File: src/rtl/noc_traffic_injector_if.sv
// noc_traffic_injector_if: req/grant flit link from injector to local router port.
// master drives request and flit; slave returns grant and FIFO-full status.
interface noc_traffic_injector_if #(
   parameter int dataWidth = 32
);
   logic                 ReqDnStr;
   logic [dataWidth-1:0] PacketOut;
   logic                 GntDnStr;
   logic                 DnStrFull;

   modport master (
      output ReqDnStr,
      output PacketOut,
      input  GntDnStr,
      input  DnStrFull
   );

   modport slave (
      input  ReqDnStr,
      input  PacketOut,
      output GntDnStr,
      output DnStrFull
   );
endinterface

File: src/rtl/noc_traffic_injector.sv
// noc_traffic_injector: LFSR-driven single-flit traffic source for a mesh NoC.
// Define INJECTOR_STATS_EN to add SentCount/StallCount outputs.
module noc_traffic_injector #(
   parameter int          dataWidth   = 32,
   parameter int          dim         = 4,
   parameter int          MESH_X      = 5,
   parameter int          MESH_Y      = 5,
   parameter int          SRC_X       = 0,
   parameter int          SRC_Y       = 0,
   parameter logic [5:0]  ModuleID    = 6'd0,
   parameter int          MODE        = 0,
   parameter int          DST_X       = 0,
   parameter int          DST_Y       = 0,
   parameter int          GAP_BITS    = 4,
   parameter int          MAX_PACKETS = 1023,
   parameter logic [15:0] LFSR_SEED   = 16'hACE1
) (
   input  logic clk,
   input  logic reset,
   input  logic InjEn,
   noc_traffic_injector_if.master dn,
`ifdef INJECTOR_STATS_EN
   output logic [31:0] SentCount,
   output logic [31:0] StallCount,
`endif
   output logic Done
);

   localparam logic [2:0] IDLE       = 3'd0;
   localparam logic [2:0] PKT_PREP   = 3'd1;
   localparam logic [2:0] SEND_REQ   = 3'd2;
   localparam logic [2:0] WAIT_GRANT = 3'd3;
   localparam logic [2:0] DONE       = 3'd4;

   localparam int NODES = MESH_X * MESH_Y;
   localparam int NDIV  = (NODES > 1) ? NODES - 1 : 1;
   localparam int MW    = dim - 1;
   localparam bit SINGLE = (MODE == 0) && (NODES == 1);

   localparam logic [15:0] NDIV16 = 16'(NDIV);
   localparam logic [15:0] MX16   = 16'(MESH_X);
   localparam logic [15:0] SX16   = 16'(SRC_X);
   localparam logic [15:0] SY16   = 16'(SRC_Y);
   localparam logic [15:0] DX16   = 16'(DST_X);
   localparam logic [15:0] DY16   = 16'(DST_Y);
   localparam logic [15:0] SELF16 = 16'(SRC_Y * MESH_X + SRC_X);
   localparam logic [9:0]  MAX_ID = 10'(MAX_PACKETS);

   logic [2:0]           state;
   logic [15:0]          lfsr;
   logic [15:0]          lfsr_nxt;
   logic [GAP_BITS-1:0]  delay;
   logic [GAP_BITS-1:0]  count;
   logic [9:0]           pkt_id;
   logic [dim-1:0]       x_fld;
   logic [dim-1:0]       y_fld;
   logic                 req;
   logic [dataWidth-1:0] flit;
   logic [dataWidth-1:0] flit_nxt;

   logic [15:0]    idx;
   logic [15:0]    tx;
   logic [15:0]    ty;
   logic           ex;
   logic           ny;
   logic [MW-1:0]  mx;
   logic [MW-1:0]  my;
   logic [dim-1:0] x_nxt;
   logic [dim-1:0] y_nxt;

   assign lfsr_nxt = {1'b0, lfsr[15:1]}
                   ^ (lfsr[0] ? 16'hB400 : 16'h0000);

   // Uniform mode skips our own node by shifting indices past it.
   always_comb begin
      idx = lfsr % NDIV16;
      if (idx >= SELF16)
         idx = idx + 16'd1;
      tx = idx % MX16;
      ty = idx / MX16;
      unique case (1'b1)
         (MODE == 1): begin
            tx = SY16;
            ty = SX16;
         end
         (MODE == 2): begin
            tx = DX16;
            ty = DY16;
         end
         default: ;
      endcase
      ex = tx > SX16;
      mx = MW'(ex ? tx - SX16 : SX16 - tx);
      ny = ty < SY16;
      my = MW'(ny ? SY16 - ty : ty - SY16);
      x_nxt = {ex, mx};
      y_nxt = {ny, my};
   end

   always_comb begin
      flit_nxt = '0;
      flit_nxt[4*dim+15:0] = {x_fld, y_fld,
                              {(2*dim){1'b0}},
                              pkt_id, ModuleID};
   end

   always_ff @(posedge clk) begin
      if (reset) begin
         state  <= IDLE;
         lfsr   <= LFSR_SEED;
         delay  <= '0;
         count  <= '0;
         pkt_id <= '0;
         x_fld  <= '0;
         y_fld  <= '0;
         req    <= 1'b0;
         flit   <= '0;
      end else begin
         lfsr <= lfsr_nxt;
         case (state)
            IDLE: begin
               if (SINGLE) begin
                  state <= DONE;
               end else if (InjEn) begin
                  delay <= lfsr[GAP_BITS-1:0];
                  state <= PKT_PREP;
               end
            end
            PKT_PREP: begin
               x_fld  <= x_nxt;
               y_fld  <= y_nxt;
               pkt_id <= pkt_id + 10'd1;
               state  <= SEND_REQ;
            end
            SEND_REQ: begin
               if (count != delay) begin
                  count <= count + 1'b1;
               end else if (!dn.DnStrFull) begin
                  req   <= 1'b1;
                  flit  <= flit_nxt;
                  count <= '0;
                  state <= WAIT_GRANT;
               end
            end
            WAIT_GRANT: begin
               if (dn.GntDnStr) begin
                  req   <= 1'b0;
                  state <= (pkt_id == MAX_ID) ? DONE : IDLE;
               end
            end
            DONE: state <= DONE;
            default: state <= IDLE;
         endcase
      end
   end

   assign dn.ReqDnStr  = req;
   assign dn.PacketOut = flit;
   assign Done         = (state == DONE);

`ifdef INJECTOR_STATS_EN
   logic sent_ev;
   logic stall_ev;

   assign sent_ev  = (state == WAIT_GRANT) && dn.GntDnStr;
   assign stall_ev = ((state == SEND_REQ) && (count == delay)
                      && dn.DnStrFull)
                   || ((state == WAIT_GRANT) && !dn.GntDnStr);

   always_ff @(posedge clk) begin
      if (reset) begin
         SentCount  <= '0;
         StallCount <= '0;
      end else begin
         if (sent_ev && (SentCount != '1))
            SentCount <= SentCount + 32'd1;
         if (stall_ev && (StallCount != '1))
            StallCount <= StallCount + 32'd1;
      end
   end
`endif

endmodule

File: src/flat_wrapper.sv
// flat-port wrapper written by rule: the top's interface ports become plain ports
module noc_traffic_injector_flat 
#(
   parameter int          dataWidth   = 32,
   parameter int          dim         = 4,
   parameter int          MESH_X      = 5,
   parameter int          MESH_Y      = 5,
   parameter int          SRC_X       = 0,
   parameter int          SRC_Y       = 0,
   parameter logic [5:0]  ModuleID    = 6'd0,
   parameter int          MODE        = 0,
   parameter int          DST_X       = 0,
   parameter int          DST_Y       = 0,
   parameter int          GAP_BITS    = 4,
   parameter int          MAX_PACKETS = 1023,
   parameter logic [15:0] LFSR_SEED   = 16'hACE1
)
  (clk, reset, InjEn, Done, dn_ReqDnStr, dn_PacketOut, dn_GntDnStr, dn_DnStrFull);
  noc_traffic_injector_if #(.dataWidth(dataWidth)) dn_i ();
  input  logic clk;
  input  logic reset;
  input  logic InjEn;
  output logic Done;
  output wire logic [$bits(dn_i.ReqDnStr)-1:0] dn_ReqDnStr;
  output wire logic [$bits(dn_i.PacketOut)-1:0] dn_PacketOut;
  input wire logic [$bits(dn_i.GntDnStr)-1:0] dn_GntDnStr;
  input wire logic [$bits(dn_i.DnStrFull)-1:0] dn_DnStrFull;
  assign dn_ReqDnStr = dn_i.ReqDnStr;
  assign dn_PacketOut = dn_i.PacketOut;
  assign dn_i.GntDnStr = dn_GntDnStr;
  assign dn_i.DnStrFull = dn_DnStrFull;
  noc_traffic_injector #(.dataWidth(dataWidth), .dim(dim), .MESH_X(MESH_X), .MESH_Y(MESH_Y), .SRC_X(SRC_X), .SRC_Y(SRC_Y), .ModuleID(ModuleID), .MODE(MODE), .DST_X(DST_X), .DST_Y(DST_Y), .GAP_BITS(GAP_BITS), .MAX_PACKETS(MAX_PACKETS), .LFSR_SEED(LFSR_SEED)) u_core (.clk(clk), .reset(reset), .InjEn(InjEn), .dn(dn_i), .Done(Done));
endmodule
File: config.mk
export PLATFORM = sky130hd
export DESIGN_NAME = noc_traffic_injector_flat
export DESIGN_NICKNAME = d
export VERILOG_FILES = /design/src/rtl/noc_traffic_injector_if.sv /design/src/rtl/noc_traffic_injector.sv /design/src/flat_wrapper.sv
export SDC_FILE = /design/constraint.sdc
export NUM_CORES = 1
export LEC_CHECK = 0
export ABC_AREA = 1
export ABC_CLOCK_PERIOD_IN_PS = 11690
export BUFFER_PORTS_ARGS = -buffer_cell sky130_fd_sc_hd__buf_4
export CAP_MARGIN = 20
export CORE_UTILIZATION = 44
export CTS_CLUSTER_DIAMETER = 120
export DETAILED_ROUTE_END_ITERATION = 8
export GPL_TIMING_DRIVEN = 0
export PLACE_DENSITY = 0.75
export SLEW_MARGIN = 20
export SYNTH_ARGS = -nofsm -noshare
export SYNTH_HDL_FRONTEND = slang
export SYNTH_SLANG_ARGS = --single-unit
File: constraint.sdc
create_clock -name clk -period 11.69 [get_ports clk]
set_clock_uncertainty 0.15 [all_clocks]
set_input_delay 1.7535 -clock clk [delete_from_list [all_inputs] [get_ports clk]]
set_output_delay 1.7535 -clock clk [all_outputs]
set_load 0.02 [all_outputs]
### Word level (Yosys, flattened, before mapping)

Index checks and enable logic that the tools add are counted.

* input port bits: 5
* output and inout port bits: 34
* logic and storage cells: 57
* register bits after elaboration: 64

* magnitude comparators: 3
* bitwise operators: 3
* equal/unequal tests: 11
* reduce and logical (&&, ||, !) cells: 7
* add/sub/neg operators: 5
* div/mod/pow operators: 3
* muxes and demuxes: 16

Operators by type and width (number)
* $mux 16: 2
* $mux 3: 7
* $add 16x1->16 const B: 1
* $div 16x3->16 const B: 1
* $ge 16x1->1 const B: 1
* $gt 16x1->1 const B: 1
* $lt 16x1->1 const B: 1
* $mod 16x3->16 const B: 1
* $mod 16x5->16 const B: 1
* $xor 15x16->16: 1
* $pmux 3 s5: 1
* $add 10x1->10 const B: 1
* $eq 10x10->1 const B: 1
* $mux 4: 2
* $ne 2x2->1 const B: 4
* $reduce_and 4->1: 2
* $eq 3x2->1 const B: 2
* $sub 1x3->3 const A: 2
* $add 4x1->4 const B: 1
* $ne 4x4->1: 1
* $reduce_and 2->1: 2
* $eq 3x1->1 const B: 1
* $eq 3x3->1 const B: 1
* $logic_not 3->1: 1
* other kinds (6): 9

### Logic depth before layout (Yosys ltp)

* word-level depth: 6
* depth in mapped cells: 57
* depth with buffers taken out: 57

### Least setup slack after synthesis

Ideal clock, no wire load.

* kind: flip-flop to flip-flop
* start point: reg u_core.lfsr[14]
* end point: reg u_core.x_fld[1]
* cell stages (with the launch flop): 56
* library setup time: 0.067 ns
* buffers on the path: 0
* path slack: 6.524 ns
* data required time: 11.473 ns
* clock period less this slack: 5.166 ns
* data arrival time: 4.949 ns
* cells stage by stage: dfxtp_1 > inv_1 > nand2_1 > nand2_1 > nand2_1 > inv_1 > o21ai_2 > nand2_1 > nand2_1 > nand2_2 > o21ai_2 > nand2_2 > inv_1 > nor2_1 > nor2_1 > nand2_1 > nand2_2 > inv_2 > [... 20 more ...] > nand3_4 > nand2_2 > nand2_2 > inv_1 > ha_1 > inv_1 > nand3_2 > nand2_4 > nor2_4 > nand2_4 > o21ai_0 > ha_1 > inv_1 > nor2_4 > nand2_1 > nand2_1 > nand3_2 > a21oi_2

* longest elaborated chain between the ends: 6
* elaborated cells between the ends (all ways): 8
* those cells by class: add/sub (2); div (2); order compare (2); mux (2)

Ends and longest elaborated chain
* start, declared: line noc_traffic_injector.sv:50 `logic [15:0] lfsr;`
* start signal, assigned: line noc_traffic_injector.sv:119 `lfsr <= lfsr_nxt;`
* $mod 16x5->16 (*): line noc_traffic_injector.sv:76 `idx = lfsr % NDIV16;`
* $add 16x1->16 or $ge 16x1->1 (tied branches): line noc_traffic_injector.sv:78, noc_traffic_injector.sv:77
* $mux 16 (*): line noc_traffic_injector.sv:77 `if (idx >= SELF16)`
* $mod 16x3->16 (*): line noc_traffic_injector.sv:79 `tx = idx % MX16;`
* $gt 16x1->1 or $sub 1x3->3 (tied branches): line noc_traffic_injector.sv:92, noc_traffic_injector.sv:93
* $mux 3 (*): line noc_traffic_injector.sv:93 `mx = MW'(ex ? tx - SX16 : SX16 - tx);`
* end signal, assigned: line noc_traffic_injector.sv:130 `x_fld <= x_nxt;`
* end, declared: line noc_traffic_injector.sv:55 `logic [dim-1:0] x_fld;`

Every way passes the cells marked *; elsewhere a longest branch is shown, timed or not.
A chain may end at the register's enable or synchronous reset.

### Worst setup path after layout

* start point: reg u_core.lfsr[15]
* end point: reg u_core.x_fld[1]

The elaborated chain is that of the path after synthesis.

==> flow_metrics.py <==
metrics = {
    "outcome": {
        "status": "completed",
    },
    "detailed_routing": {
        "wl_met2_mm": 3.56,
        "drc_errors": 0,
        "top_layer": "met4",
        "viasPerCell": 4.81,
        "postRouteAntennaNets": 0,
        "wire_per_inst_um": 11.2,
        "routed_wl_mm": 7.55,
        "vias": 3249,
        "drtIter0Drc": 181,
        "firstDrtPassIters": 5,
        "wl_met3_um": 416,
        "drt-met1-wl_mm": 3.49,
    },
    "setup_path": {
        "setup.worst_path.start_class": "flop",
        "startpoint": "u_core.lfsr[15]",
        "cp_max_fo": 9,
        "critPathKind": "reg -> reg",
        "r2r-end": "u_core.x_fld[1]",
        "endpoint": "u_core.x_fld[1]",
        "critPathMaxStageDelay_ns": 0.35,
        "end_kind": "flop",
        "crit_path_frequent_cell": "nand2_1",
        "worst-endpoint-required_ns": 11.81,
        "r2r_cells": 51,
        "critPathArrivalTime_ns": 6.08,
        "reg2reg_slack_ns": 5.74,
        "crit_path_top_delay_cell": "dfxtp_1",
        "reg2reg_from": "u_core.lfsr[15]",
    },
    "clock_network": {
        "clock_sinks": 62,
        "clk_path_buf_depth": 2,
        "post_cts_buffers": 0,
        "cts_resized": 0,
        "cts.root.buffer_cell": "clkbuf_8",
        "numCtsBuffers": 9,
        "postCtsHoldBufs": 0,
        "path_clk_slew_ns": 0.06,
        "insertion_delay_ns": 0.34,
        "cts_tree": "built",
        "htreeDepth": 3,
    },
    "global_routing": {
        "antenna_found_initial": 0,
        "grt-ovfl-total": 0,
        "grt_max_degree": 11,
        "grt_usage_pct": 18.6,
        "first_global_vias": 3003,
        "grt_first_pass_wirelength_mm": 12.9,
    },
    "pwr": {
        "swShare_pct": 45.3,
        "pwr-share-clk_pct": 19.5,
        "seqPwrFrac_pct": 28.4,
        "peakVddDrop_v": 0.000206,
        "p_per_area_mw_per_mm2": 216,
        "pwr-share-comb_pct": 52.1,
        "p_leak_uw": 0.00208,
        "p_sw_uw": 406,
        "p_int_uw": 491,
    },
    "synthesis": {
        "ys_ff_latch": 62,
        "synth_top_area_share_pct": 34.4,
        "synth-edff-count": 0,
        "synth-async-reset-ratio_pct": 0,
        "avgSynthCellArea_um2": 6.92,
        "synthMostInstantiatedCell": "nand2_1",
        "synth_top_cells_by_count": "nand2_1 (94), inv_1 (75), dfxtp_1 (62)",
        "yosysWarnings": 0,
        "ys_seq_area_share_pct": 34.4,
        "ys_top_cells_by_area": "dfxtp_1 (34%), nand2_1 (9.8%), inv_1 (7.8%), o21ai_0 (5.5%), nor2_1 (5.3%)",
        "synthesis.area_mm2": 0.00361,
        "synth.distinct_cells": 42,
        "synth_area_leader_cell": "dfxtp_1",
        "synthFlopType": "dfxtp_1",
        "syn_inst": 521,
    },
    "job": {
        "cap_violations": 0,
    },
    "layout": {
        "drive_above_1_share_pct": 19.2,
        "nNetsFinal": 583,
        "n_antenna_cell": 0,
        "syn2layout_area_growth_pct": 14.9,
    },
    "die": {
        "fp-row-count": 32,
        "die_area_mm2": 0.00856,
        "core_area_mm2": 0.00785,
        "start_util_pct": 46.0,
        "die_height_um": 92.5,
        "die_w_um": 92.5,
        "ioPinCount": 39,
    },
    "place": {
        "port-buffer-count": 23,
        "gp_congestion": 0.823,
        "dp.final_hpwl_mm": 5.80,
        "dp_slack_ns": 5.78,
    },
    "sta": {
        "max_freq_ghz": 0.168,
        "rsz0062_at_grt": "no",
        "worst_pin_slew_ns": 0.575,
        "hold_viol": 0,
        "min_period_ns": 5.95,
        "relSlewSlack_pct": 61.6,
        "setup_tns_ns": 0,
        "finalSetupViolCount": 0,
        "slew_viol_final": 0,
        "worst_slack_ns": 5.74,
        "period_share_pct": 50.9,
    },
    "min_path": {
        "min_path_type": "reg -> reg",
    },
}
## kinds of logic after synthesis
logic type	after synthesis	share of synthesized area, %
AO/OA/AOI/OAI	103	16.3
XOR/XNOR	6	1.46
adder cells (fa/ha/maj)	9	3.12
buffers and inverters	106	12.6
flip-flops	62	34.4
other	1	0.104
AND/OR/NAND/NOR	234	32.0
## cell type report
cell class / count / area (um^2)
flip-flops and latches: 62 / 1240
clock inverters: 3 / 17.5
fillers: 751 / 3700
well taps: 102 / 128
clock buffers: 13 / 169
multi-input cells: 367 / 1960
inverters: 80 / 300
plain buffers: 26 / 155
repair buffers: 23 / 173
## critical path: cells and delay by family (launching register included)
kind | cells | cell delay (ns)
AOI/OAI and AO/OA | 8 | 1.29
adders and majority gates | 3 | 0.56
buffers and inverters | 7 | 0.50
DFF | 1 | 0.35
and+or+nand+nor | 33 | 3.06
## worst min-delay path by stage
stage	from	end	slack [ns]	depth (start not counted)
after floorplan	u_core.delay[2]	u_core.delay[2]	0.29	2
after global placement	u_core.delay[1]	u_core.delay[1]	0.30	2
after detailed placement	u_core.delay[2]	u_core.delay[2]	0.31	2
after CTS	u_core.delay[2]	u_core.delay[2]	0.32	2
after global routing	u_core.delay[1]	u_core.delay[1]	0.34	2
final	u_core.delay[2]	u_core.delay[2]	0.31	2
## layout by cell type (no fill, tap or decap), drive strengths merged, types with 4 or more instances in the layout
master  synthesis  final
nor2           59     59
conb            1     15
clkbuf          9     22
o21bai          4      4
inv            78     78
nand2         116    116
a21oi          41     41
nand4           8      8
nand3          36     36
buf            17     40
ha              9      9
o21ai          51     51
nor3            9      9
clkinv          2      4
xor2            5      5
dfxtp          62     62
## registers in the layout (all words and copies together), names as in the netlist
| signal | flops |
|---|---|
| u_core.state | 3 |
| u_core.count | 4 |
| u_core.dn.ReqDnStr | 1 |
| u_core.x_fld | 4 |
| u_core.y_fld | 3 |
| u_core.delay | 4 |
| u_core.dn.PacketOut | 17 |
| u_core.pkt_id | 10 |
| u_core.lfsr | 16 |
## per-layer routing
metal  GRT usage (%)  up-vias
li1                -     1735
met1            22.7     1439
met2            32.1       70
met3            4.76        5
met4            5.47        0
met5               0        -
## power groups by stage
stage	combinational [uW]	sequential (uW)	clock (uW)
after floorplan	380	262	0
after global placement	449	258	0
after detailed placement	464	259	0
after CTS	466	254	178
after global routing	529	258	188
final	467	254	175
## through the flow
step                util, %  hold WS, ns  std cells  power [uW]  area (um^2)
floorplan                 -        0.286        535         643         3660
global placement       50.5        0.302        660         707         3960
detailed placement     50.5        0.306        660         723         3960
CTS                    52.8        0.316        676         899         4150
global route           52.8        0.336        676         975         4150
finish                 52.8        0.314        676         896         4150
(Power assumes the default switching activity.)
